===== src/rtl/bus_demux_regbank.sv =====
// Destination side of the common bus: eight registers updated by LOAD/INC/CLR commands
// under a valid/ready handshake with a one-cycle turnaround. Optional readback: BUS_DEMUX_READBACK_EN.
module bus_demux_regbank #(
    parameter int unsigned      WIDTH       = 16,
    parameter logic [WIDTH-1:0] RESET_VALUE = '0
) (
    input  logic             CLK,
    input  logic             RESET,
    input  logic [WIDTH-1:0] BUS_IN,
    input  logic [2:0]       DEST,
    input  logic [1:0]       OP,
    input  logic             CMD_VALID,
    output logic             CMD_READY,
    output logic [WIDTH-1:0] REG_OUT [0:7],
    output logic [7:0]       LD_STROBE,
    output logic             WRAP
`ifdef BUS_DEMUX_READBACK_EN
    ,
    input  logic [2:0]       RD_SEL,
    output logic [WIDTH-1:0] RD_DATA
`endif
);

    localparam int unsigned NUM_REGS = 8;

    localparam logic [0:0] ST_IDLE = 1'b0;
    localparam logic [0:0] ST_TURN = 1'b1;

    localparam logic [1:0] OP_NOP  = 2'b00;
    localparam logic [1:0] OP_LOAD = 2'b01;
    localparam logic [1:0] OP_INC  = 2'b10;
    localparam logic [1:0] OP_CLR  = 2'b11;

    logic [0:0]       state_q, state_d;
    logic             ready_q, ready_d;
    logic [7:0]       strobe_q, strobe_d;
    logic             wrap_q, wrap_d;
    logic [WIDTH-1:0] regs_q [NUM_REGS];
    logic [WIDTH-1:0] regs_d [NUM_REGS];
    logic             accept_c;

    // Handshake FSM and register-bank next state
    always_comb begin
        state_d  = state_q;
        ready_d  = ready_q;
        strobe_d = '0;
        wrap_d   = 1'b0;
        accept_c = 1'b0;
        for (int i = 0; i < NUM_REGS; i++) begin
            regs_d[i] = regs_q[i];
        end

        case (state_q)
            ST_IDLE: begin
                ready_d = 1'b1;
                if (CMD_VALID) begin
                    accept_c = 1'b1;
                    state_d  = ST_TURN;
                    ready_d  = 1'b0;
                end
            end
            ST_TURN: begin
                state_d = ST_IDLE;
                ready_d = 1'b1;
            end
            default: begin
                state_d = ST_IDLE;
                ready_d = 1'b1;
            end
        endcase

        for (int i = 0; i < NUM_REGS; i++) begin
            if (accept_c && (DEST == 3'(i))) begin
                case (OP)
                    OP_LOAD: begin
                        regs_d[i]   = BUS_IN;
                        strobe_d[i] = 1'b1;
                    end
                    OP_INC: begin
                        regs_d[i]   = regs_q[i] + WIDTH'(1);
                        strobe_d[i] = 1'b1;
                        wrap_d      = &regs_q[i];
                    end
                    OP_CLR: begin
                        regs_d[i]   = '0;
                        strobe_d[i] = 1'b1;
                    end
                    OP_NOP:  ;
                    default: ;
                endcase
            end
        end
    end

    // State register; reset discards any command presented in the same cycle
    always_ff @(posedge CLK) begin
        if (RESET) begin
            state_q  <= ST_IDLE;
            ready_q  <= 1'b1;
            strobe_q <= '0;
            wrap_q   <= 1'b0;
            for (int i = 0; i < NUM_REGS; i++) begin
                regs_q[i] <= RESET_VALUE;
            end
        end else begin
            state_q  <= state_d;
            ready_q  <= ready_d;
            strobe_q <= strobe_d;
            wrap_q   <= wrap_d;
            for (int i = 0; i < NUM_REGS; i++) begin
                regs_q[i] <= regs_d[i];
            end
        end
    end

`ifdef BUS_DEMUX_READBACK_EN
    logic [WIDTH-1:0] rd_data_q;

    // Reading from the next-state bank gives write-first bypass for free
    always_ff @(posedge CLK) begin
        if (RESET) begin
            rd_data_q <= RESET_VALUE;
        end else begin
            rd_data_q <= regs_d[RD_SEL];
        end
    end

    assign RD_DATA = rd_data_q;
`endif

    assign CMD_READY = ready_q;
    assign LD_STROBE = strobe_q;
    assign WRAP      = wrap_q;

    always_comb begin
        for (int i = 0; i < NUM_REGS; i++) begin
            REG_OUT[i] = regs_q[i];
        end
    end

endmodule


===== config.mk =====
export PLATFORM = sky130hd
export DESIGN_NAME = bus_demux_regbank
export DESIGN_NICKNAME = d
export VERILOG_FILES = /design/src/rtl/bus_demux_regbank.sv
export SDC_FILE = /design/constraint.sdc
export NUM_CORES = 1
export LEC_CHECK = 0
export ABC_CLOCK_PERIOD_IN_PS = 2300
export BUFFER_PORTS_ARGS = -buffer_cell sky130_fd_sc_hd__buf_2
export CAP_MARGIN = 20
export CORE_MARGIN = 2
export CORE_UTILIZATION = 56
export DETAILED_ROUTE_END_ITERATION = 10
export PLACE_DENSITY_LB_ADDON = 0.05
export SETUP_SLACK_MARGIN = 0.1
export SLEW_MARGIN = 10
export SYNTH_ARGS = -nofsm -noshare
export SYNTH_HDL_FRONTEND = slang
export SYNTH_SLANG_ARGS = --single-unit

===== constraint.sdc =====
create_clock -name CLK -period 2.3 [get_ports CLK]
set_input_delay 0.115 -clock CLK [delete_from_list [all_inputs] [get_ports CLK]]
set_output_delay 0.115 -clock CLK [all_outputs]
set_load 0.02 [all_outputs]

==> impl_metrics.json, run 1 <==
{
  "cp.buffers_inverters": 0,
  "grt_pass1_vias": 7864,
  "yosys_most_used_dff": "dfxtp_1",
  "dpl_worst_slack_ns": 0.293,
  "worst_slack_ns": 0.306,
  "syn-num-nets": 1107,
  "max_stage_delay_ns": 0.61,
  "finalMaxSlewViolations": 0,
  "vias": 9238,
  "wirelength_mm": 26.6,
  "final.setup.tns_ns": 0,
  "grt_pass1_wl_mm": 41.3,
  "p_leak_nw": 3.59,
  "first_pass_iters": 8,
  "floorplan.rows": 43,
  "whs_endpoint": "regs_q[0][60]$_SDFFE_PP0P_",
  "cts-root-buf": "clkbuf_16",
  "startpoint": "regs_q[0][32]$_SDFFE_PP0P_",
  "cts_made_buffers": 17,
  "ys_top_cells_by_area": "dfxtp_1 35%, o21ai_0 11%, a21oi_1 7.7%",
  "clk_path_buf_depth": 2,
  "start_util_pct": 56.9,
  "syn_to_final_growth_pct": 22.2,
  "synth_seq_cells": 139,
  "timing.final.crit_period_ns": 1.99,
  "hp-start": "BUS_IN[12]",
  "synthDistinctLibCells": 53,
  "seqPwrFrac_pct": 42.1,
  "wire_per_inst_um": 18.8,
  "hold_depth": 4,
  "finalHoldViolations": 0,
  "max_slew_margin_pct": 26.2,
  "ys_warn_count": 0,
  "drive_above_1_share_pct": 20.5,
  "synth_seq_area_share_pct": 35.5,
  "worstReg2RegEnd": "WRAP$_SDFF_PP0_",
  "end_kind": "flop",
  "worst_slew_pin_slew_ns": 1.11,
  "synth_cells": 1075,
  "worst_path_max_delay_cell": "nor4_1",
  "finalPower_mw": 5.88,
  "first_iter_violations": 1165,
  "overflow": 0,
  "cp-start-kind": "flop",
  "switchingPower_mw": 1.49,
  "max_freq_ghz": 0.501,
  "cap_violations": 0,
  "synth_top_area_share_pct": 35.5,
  "cts_tree": "done",
  "grt_antenna_before_repair": 0,
  "rsz0062_at_grt": "false",
  "place_hpwl_mm": 17.6,
  "skew_ns": 0.00494,
  "htreeDepth": 4,
  "crit_type": "flop to flop",
  "path_cells": "ha_1 -> nand3_1 -> nor4_1 -> a22o_1 -> o211ai_1 -> a211oi_1",
  "sw_frac_of_total_pct": 25.3,
  "nNetsFinal": 1256,
  "dieHeight_um": 122,
  "fin_crit_sh_pct": 86.7,
  "synth_area_leader_cell": "dfxtp_1",
  "dieArea_um2": 15000,
  "power_density_nw_per_um2": 614,
  "final_antenna_net_count": 0,
  "timing.reg2reg.setup_slack_ns": 0.31,
  "reg2reg_from": "regs_q[0][32]$_SDFFE_PP0P_",
  "cp_top_family": "simple AND/OR/NAND/NOR gates",
  "n_antenna_cell": 0,
  "async_flop_share_pct": 0,
  "synth_edf_count": 0,
  "route.detailed.drc": 0,
  "io_pins": 162,
  "p_clk_share_pct": 49.1,
  "gp_congestion": 0.948,
  "path_max_fanout": 6,
  "port_buffers": 161,
  "clk_latency_ns": 0.43,
  "clkSinkCount": 139,
  "post_cts_buffers": 0,
  "syn_area_per_cell_um2": 7.30,
  "combPwrFrac_pct": 8.8,
  "die_x_um": 122,
  "status": "complete, no violations",
  "grt_max_degree": 119,
  "hp-class": "input pin to flop",
  "worstPathRequired_ns": 2.64,
  "p_int_mw": 4.39,
  "routed_via_density": 6.52,
  "setup_violations": 0,
  "cp_data_arrival_time_ns": 2.34,
  "synthesis.area_um2": 7840,
  "reg2reg_depth": 6,
  "core_um2": 13800,
  "grt_usage_pct": 35.0,
  "path_clk_slew_ns": 0.06,
  "vdd_drop_max_mv": 0.488
}
==> registers in the layout, indices dropped and copies added (netlist names) <==
signal and flops:
CMD_READY 1, LD_STROBE 8, regs_q 128, WRAP 1, state_q 1
==> power by group through the flow <==
stage	Sequential [mW]	Clock, mW	Combinational, mW
final	2.48	2.89	0.520
after global routing	2.48	3.00	0.554
after floorplan	2.55	0	0.266
after CTS	2.47	2.90	0.504
after detailed placement	2.53	0	0.502
after global placement	2.53	0	0.498
==> what timing repair did <==
action / CTS / global route
setup endpoints to repair: 0 / 1
resized for setup: 0 / 1
hold buffers: 0 / 0
==> synth_stat cells (2+ instances only) <==
library cell,number
and3_1,20
ha_1,8
o32ai_1,2
mux2_2,2
nor3b_1,12
or3_1,5
a32o_1,11
nor4_2,4
a21o_1,10
nand2_1,97
o21a_1,6
clkbuf_1,63
clkbuf_2,2
a31o_2,5
o31ai_1,9
o21ai_0,169
a211oi_1,11
a41oi_1,4
o41ai_1,5
a311oi_1,5
a2bb2oi_1,3
a31oi_1,21
buf_2,5
nand4_1,22
nand2b_1,6
dfxtp_1,139
a41o_1,2
o31a_1,2
nor4_1,29
nor2_1,85
or4_1,4
nor4b_1,7
nor3_1,53
a21oi_1,121
o2bb2ai_1,4
nand3_1,53
inv_1,10
or2_2,5
o211ai_1,8
and2_1,9
nor2b_1,16
and4_1,10
==> placed cells by master (no fill, tap or decap), types with 15 or more instances in the layout <==
master / instances
o21ai_0: 169
buf_2: 160
dfxtp_1: 139
a21oi_1: 121
nand2_1: 97
nor2_1: 85
nor3_1: 53
nand3_1: 53
buf_4: 38
nor4_1: 27
nand4_1: 22
a31oi_1: 21
and3_1: 20
clkbuf_16: 17
nor2b_1: 15
==> kinds of logic after synthesis <==
family | after synthesis | share of synthesized area (%)
adders and majority gates | 8 | 1.28
muxes | 3 | 0.415
and+or+nand+nor | 440 | 28.9
DFF | 139 | 35.5
AOI/OAI and AO/OA | 402 | 29.8
buffers and inverters | 83 | 4.13
==> worst max path at each step <==
stage,end,slack [ns],cells after the start
final,WRAP$_SDFF_PP0_,0.31,6
after global routing,regs_q[0][45]$_SDFFE_PP0P_,0.11,5
after CTS,WRAP$_SDFF_PP0_,0.25,6
after detailed placement,WRAP$_SDFF_PP0_,0.29,6
after global placement,WRAP$_SDFF_PP0_,0.32,6
after floorplan,WRAP$_SDFF_PP0_,0.38,6
==> layout make-up <==
| cell class | instances | area, um^2 |
|---|---|---|
| clock buffers | 19 | 433 |
| clock inverters | 13 | 175 |
| fillers | 1283 | 4190 |
| inverters | 11 | 41.3 |
| multi-input cells | 853 | 4760 |
| flip-flops and latches | 139 | 2780 |
| well taps | 180 | 225 |
| repair buffers | 202 | 1170 |
==> per-stage QoR <==
step | util, % | cells | hold slack [ns] | instance area (um^2)
2_1_floorplan | - | 1075 | 0.329 | 7840
3_3_place_gp | 65.0 | 1383 | 0.486 | 8960
3_5_place_dp | 65.0 | 1383 | 0.491 | 8960
4_1_cts | 69.5 | 1415 | 0.0848 | 9570
5_1_grt | 69.6 | 1417 | 0.125 | 9590
6_report | 69.6 | 1417 | 0.0980 | 9590
==> worst min-delay path, delay by kind of cell <==
kind	cells	cell delay [ns]
buf+inv	2	0.17
compound gates	2	0.19
==> layer usage <==
metal | vias to the layer above | track usage [%] | share of wire (%)
li1 | 4330 | - | -
met1 | 4276 | 49.3 | 42
met3 | 74 | 7.90 | 12
met2 | 558 | 51.7 | 43
met5 | - | 0 | 0
met4 | 0 | 14.7 | 3.3
Note: power is estimated with default switching activity, not from simulation.
==> run 2, diff against run 1 <==
ABC_CLOCK_PERIOD_IN_PS = 2500   (was 2300)
CORE_UTILIZATION = 60   (was 56)
clock period = 2.5 ns   (was 2.3 ns; I/O delays follow)
==> run 2 against run 1 <==
  * Critical path depth did not move
  * Design area fell by 2.0%
  * Power fell by 14%
  * Sequential power fell by 8.1%
  * Count of clock-buffer cells in the layout rose by 10
  * Global-route usage rose by 1.0 points
  * Routed wire length fell by 1.5%
  * Die area fell by 6.5%
  * Critical path type unchanged
==> impl_metrics.json, run 2 (same netlist as run 1, synthesis figures left out) <==
{
  "route.detailed.drc": 0,
  "dieHeight_um": 118,
  "power_density_nw_per_um2": 539,
  "clk_path_buf_depth": 2,
  "hold_slack_ns": 0.0781,
  "dieArea_um2": 14000,
  "cts_made_buffers": 17,
  "die_x_um": 118,
  "top_register": "regs_q",
  "hold_buffers": 0,
  "largest_reg_flops": 128,
  "cp_data_arrival_time_ns": 2.51,
  "finalHoldViolations": 0,
  "rsz0062_at_grt": "false",
  "vdd_drop_max_mv": 0.528,
  "grt_pass1_wl_mm": 40.3,
  "finalMaxSlewViolations": 0,
  "final_cell_mix": "169 x o21ai_0, 160 x buf_2, 139 x dfxtp_1",
  "end_kind": "flop",
  "p_leak_nw": 3.50,
  "grt_max_degree": 83,
  "final_antenna_net_count": 0,
  "routed_via_density": 6.59,
  "nNetsFinal": 1245,
  "fin_crit_sh_pct": 86.7,
  "fin_util_pct": 74.2,
  "port_buffers": 161,
  "path_cells": "ha_1 -> nand3_1 -> nor4_1 -> a41oi_1 -> a31o_2 -> a211oi_1",
  "clkSinkCount": 139,
  "max_freq_ghz": 0.461,
  "max_slew_margin_pct": 35.5,
  "gp_congestion": 0.933,
  "floorplan.rows": 41,
  "status": "complete, no violations",
  "cp_top_family": "simple AND/OR/NAND/NOR gates",
  "worstPathRequired_ns": 2.84,
  "cp.buffers_inverters": 0,
  "final.setup.tns_ns": 0,
  "drive_above_1_share_pct": 19.4,
  "wirelength_mm": 26.3,
  "overflow": 0,
  "syn_to_final_growth_pct": 19.8,
  "start_util_pct": 61.9,
  "first_pass_iters": 6,
  "first_iter_violations": 1237,
  "cts_tree": "done",
  "cap_violations": 0,
  "clk_latency_ns": 0.43,
  "vias": 9196,
  "setup_violations": 0,
  "grt_pass1_vias": 7604,
  "layout_commonest_cell": "o21ai_0",
  "worst_slew_pin_slew_ns": 0.965,
  "wire_per_inst_um": 18.8,
  "worst_path_max_delay_cell": "nor4_1",
  "place_hpwl_mm": 17.1,
  "cts-root-buf": "clkbuf_16",
  "path_max_fanout": 6,
  "post_cts_resized": 0,
  "path_clk_slew_ns": 0.06,
  "timing.final.crit_period_ns": 2.17,
  "grt_antenna_before_repair": 3,
  "max_stage_delay_ns": 0.58,
  "final.fill_count": 1061,
  "hp-class": "input pin to flop",
  "cp-start-kind": "flop",
  "grt_usage_pct": 36.1,
  "skew_ns": 0.00668,
  "core_um2": 12700,
  "io_pins": 162,
  "n_antenna_cell": 0,
  "crit_type": "flop to flop",
  "post_cts_buffers": 0,
  "htreeDepth": 4
}
run 2: path summary, 6_finish.rpt:
check,start,to,slack [ns],cells past startpoint
worst max-delay path,regs_q[1][1]$_SDFFE_PP0P_,WRAP$_SDFF_PP0_,0.33,6
worst min-delay path,BUS_IN[12],regs_q[0][60]$_SDFFE_PP0P_,0.08,4
worst max register to register,regs_q[1][1]$_SDFFE_PP0P_,WRAP$_SDFF_PP0_,0.33,6
worst min register to register,regs_q[1][38]$_SDFFE_PP0P_,regs_q[1][38]$_SDFFE_PP0P_,0.51,2
run 2: power by group:
part	internal [mW]	leakage [nW]	switching (mW)	total, mW
clock	1.41	0.264	0.908	2.32
combinational	0.135	2.12	0.331	0.465
sequential	2.24	1.12	0.0356	2.28
total	3.79	3.50	1.27	5.07
run 2: layout make-up:
class / count / area (um^2) / share of cell area, %
Tap cell: 172 / 215 / 2.29
Inverter: 11 / 41.3 / 0.439
Sequential cell: 139 / 2780 / 29.6
Clock inverter: 1 / 5.00 / 0.0533
Timing Repair Buffer: 191 / 1060 / 11.3
Clock buffer: 29 / 531 / 5.65
Multi-Input combinational cell: 853 / 4760 / 50.7
run 2: per-layer routing:
layer | vias to the layer above | GRT usage [%] | share of wire (%)
li1 | 4321 | - | -
met1 | 4205 | 50.1 | 41
met2 | 584 | 54.0 | 43
met3 | 82 | 8.78 | 13
met4 | 4 | 13.9 | 3.5
met5 | - | 0 | 0.10
run 2: tightest hold or removal path, delay by kind of cell:
kind / cells / cell delay [ns]
buffers and inverters: 2 / 0.12
AOI/OAI and AO/OA: 2 / 0.23
run 2: per-stage QoR:
step / area, um^2 / power [mW] / cells / worst slack (ns)
final: 9400 / 5.07 / 1396 / 0.333
after global routing: 9400 / 5.19 / 1396 / 0.226
after CTS: 9390 / 5.04 / 1395 / 0.367
after detailed placement: 8850 / 2.77 / 1365 / 0.375
after global placement: 8850 / 2.77 / 1365 / 0.455
after floorplan: 7840 / 2.59 / 1075 / 0.577
==> run 3, diff against run 2 <==
CELL_PAD_IN_SITES_DETAIL_PLACEMENT = 0   (was unset)
CELL_PAD_IN_SITES_GLOBAL_PLACEMENT = 1   (was unset)
CORE_UTILIZATION = 43   (was 60)
==> run 3 against run 2 <==
  * Power is 6.6% higher
  * Die area up 38%
  * Final cell count grew 4.7%
  * Non-clock buffer count up 6
  * Worst hold slack got worse by 0.047 ns
  * Sequential power barely moved
  * Register-to-register slack hardly changed
  * Routed wire length increased by 9.9%
  * Critical endpoint unchanged
  * Largest power group unchanged
==> impl_metrics.json, run 3 (same netlist as run 1, synthesis figures left out) <==
{
  "cp-start-kind": "flop",
  "port_buffers": 161,
  "layout_commonest_cell": "o21ai_0",
  "wire_per_inst_um": 19.7,
  "clk_latency_ns": 0.44,
  "final_cell_mix": "169 x o21ai_0, 160 x buf_2, 139 x dfxtp_1",
  "reg2reg_from": "regs_q[1][0]$_SDFFE_PP0P_",
  "start_util_pct": 43.8,
  "use_met2_pct": 43.8,
  "hold_depth": 2,
  "fin_cells": 1461,
  "path_max_fanout": 7,
  "top_register": "regs_q",
  "core_um2": 17900,
  "vdd_drop_max_mv": 0.490,
  "dieHeight_um": 139,
  "path_clk_slew_ns": 0.06,
  "worst_slack_ns": 0.332,
  "nNetsFinal": 1251,
  "max_slew_margin_pct": 34.0,
  "grt_pass1_vias": 7970,
  "place_hpwl_mm": 19.2,
  "gp_congestion": 0.860,
  "grt_pass1_wl_mm": 44.8,
  "io_pins": 162,
  "largest_reg_flops": 128,
  "hp-class": "input pin to flop",
  "final_antenna_net_count": 0,
  "end_kind": "flop",
  "crit_type": "flop to flop",
  "clkSinkCount": 139,
  "use_met1_pct": 42.4,
  "final.setup.tns_ns": 0,
  "max_freq_ghz": 0.461,
  "fin_crit_sh_pct": 86.7,
  "finalPower_mw": 5.40,
  "drive_above_1_share_pct": 20.3,
  "cap_violations": 0,
  "power_density_nw_per_um2": 562,
  "first_pass_iters": 6,
  "syn_to_final_growth_pct": 22.4,
  "whs_endpoint": "regs_q[1][37]$_SDFFE_PP0P_",
  "worstReg2RegEnd": "WRAP$_SDFF_PP0_",
  "cts_made_buffers": 17,
  "finalMaxSlewViolations": 0,
  "timing.reg2reg.setup_slack_ns": 0.33,
  "use_met3_pct": 5.28,
  "cts_tree": "done",
  "startpoint": "regs_q[1][0]$_SDFFE_PP0P_",
  "clk_path_buf_depth": 2,
  "dpl_worst_slack_ns": 0.286,
  "vias": 9092,
  "timing.final.crit_period_ns": 2.17,
  "routed_via_density": 6.22,
  "worst_slew_pin_slew_ns": 0.987,
  "first_iter_violations": 891,
  "grt_max_degree": 59,
  "wirelength_mm": 28.9,
  "htreeDepth": 4,
  "dp.cells": 1429,
  "post_cts_buffers": 0,
  "grt_antenna_before_repair": 3,
  "skew_ns": 0.0115,
  "dieArea_um2": 19300,
  "hp-start": "RESET",
  "cts-root-buf": "clkbuf_16",
  "finalHoldViolations": 0,
  "setup_violations": 0,
  "overflow": 0,
  "p_leak_nw": 3.56,
  "fin_util_pct": 53.6,
  "floorplan.rows": 49,
  "grt_usage_pct": 29.0,
  "worstPathRequired_ns": 2.84,
  "rsz0062_at_grt": "false",
  "top_usage_layer": "met2",
  "cp_data_arrival_time_ns": 2.50,
  "die_x_um": 139,
  "reg2reg_depth": 6,
  "route.detailed.drc": 0,
  "status": "complete, no violations"
}
## run 3: worst max-delay path by stage
stage	to
2_1_floorplan	WRAP$_SDFF_PP0_
3_5_place_dp	WRAP$_SDFF_PP0_
5_1_grt	WRAP$_SDFF_PP0_
4_1_cts	WRAP$_SDFF_PP0_
6_report	WRAP$_SDFF_PP0_
3_3_place_gp	WRAP$_SDFF_PP0_
## run 3: power by group
part / internal (mW) / switching (mW)
clock network: 1.61 / 1.03
registers: 2.24 / 0.0365
logic: 0.139 / 0.337
total: 3.99 / 1.41
## run 3: metal layers
layer	share of wire, %	vias up
met5	0	-
met4	2.0	0
met3	8.2	37
met2	45	404
met1	45	4308
li1	-	4343
## run 3: what timing repair did
action	4_1_cts	5_1_grt
resized for setup	0	2
hold endpoints to repair	0	0
hold buffers	0	0
endpoints found under the setup margin	0	1
## run 3: layout make-up
type / count / area [um^2]
antenna: 1 / 2.50
fill: 1809 / 8300
clock buffer: 20 / 457
multi-input combinational: 853 / 4770
clock inverter: 11 / 145
timing repair buffer: 197 / 1120
tap: 229 / 287
inverter: 11 / 41.3
sequential: 139 / 2780
## run 3: worst max-delay path, cell delays in order (launching register included)
cell and delay (ns):
dfxtp_1 0.42, ha_1 0.24, nand3_1 0.23, nor4_2 0.52
a41oi_1 0.18, a31o_2 0.23, a211oi_1 0.25
## run 3: metrics by stage
stage | hold slack (ns) | cell area, um^2
final | 0.0315 | 9600
after global routing | 0.0319 | 9600
after CTS | 0.0305 | 9590
after detailed placement | 0.474 | 8980
after global placement | 0.471 | 8980
after floorplan | 0.339 | 7840
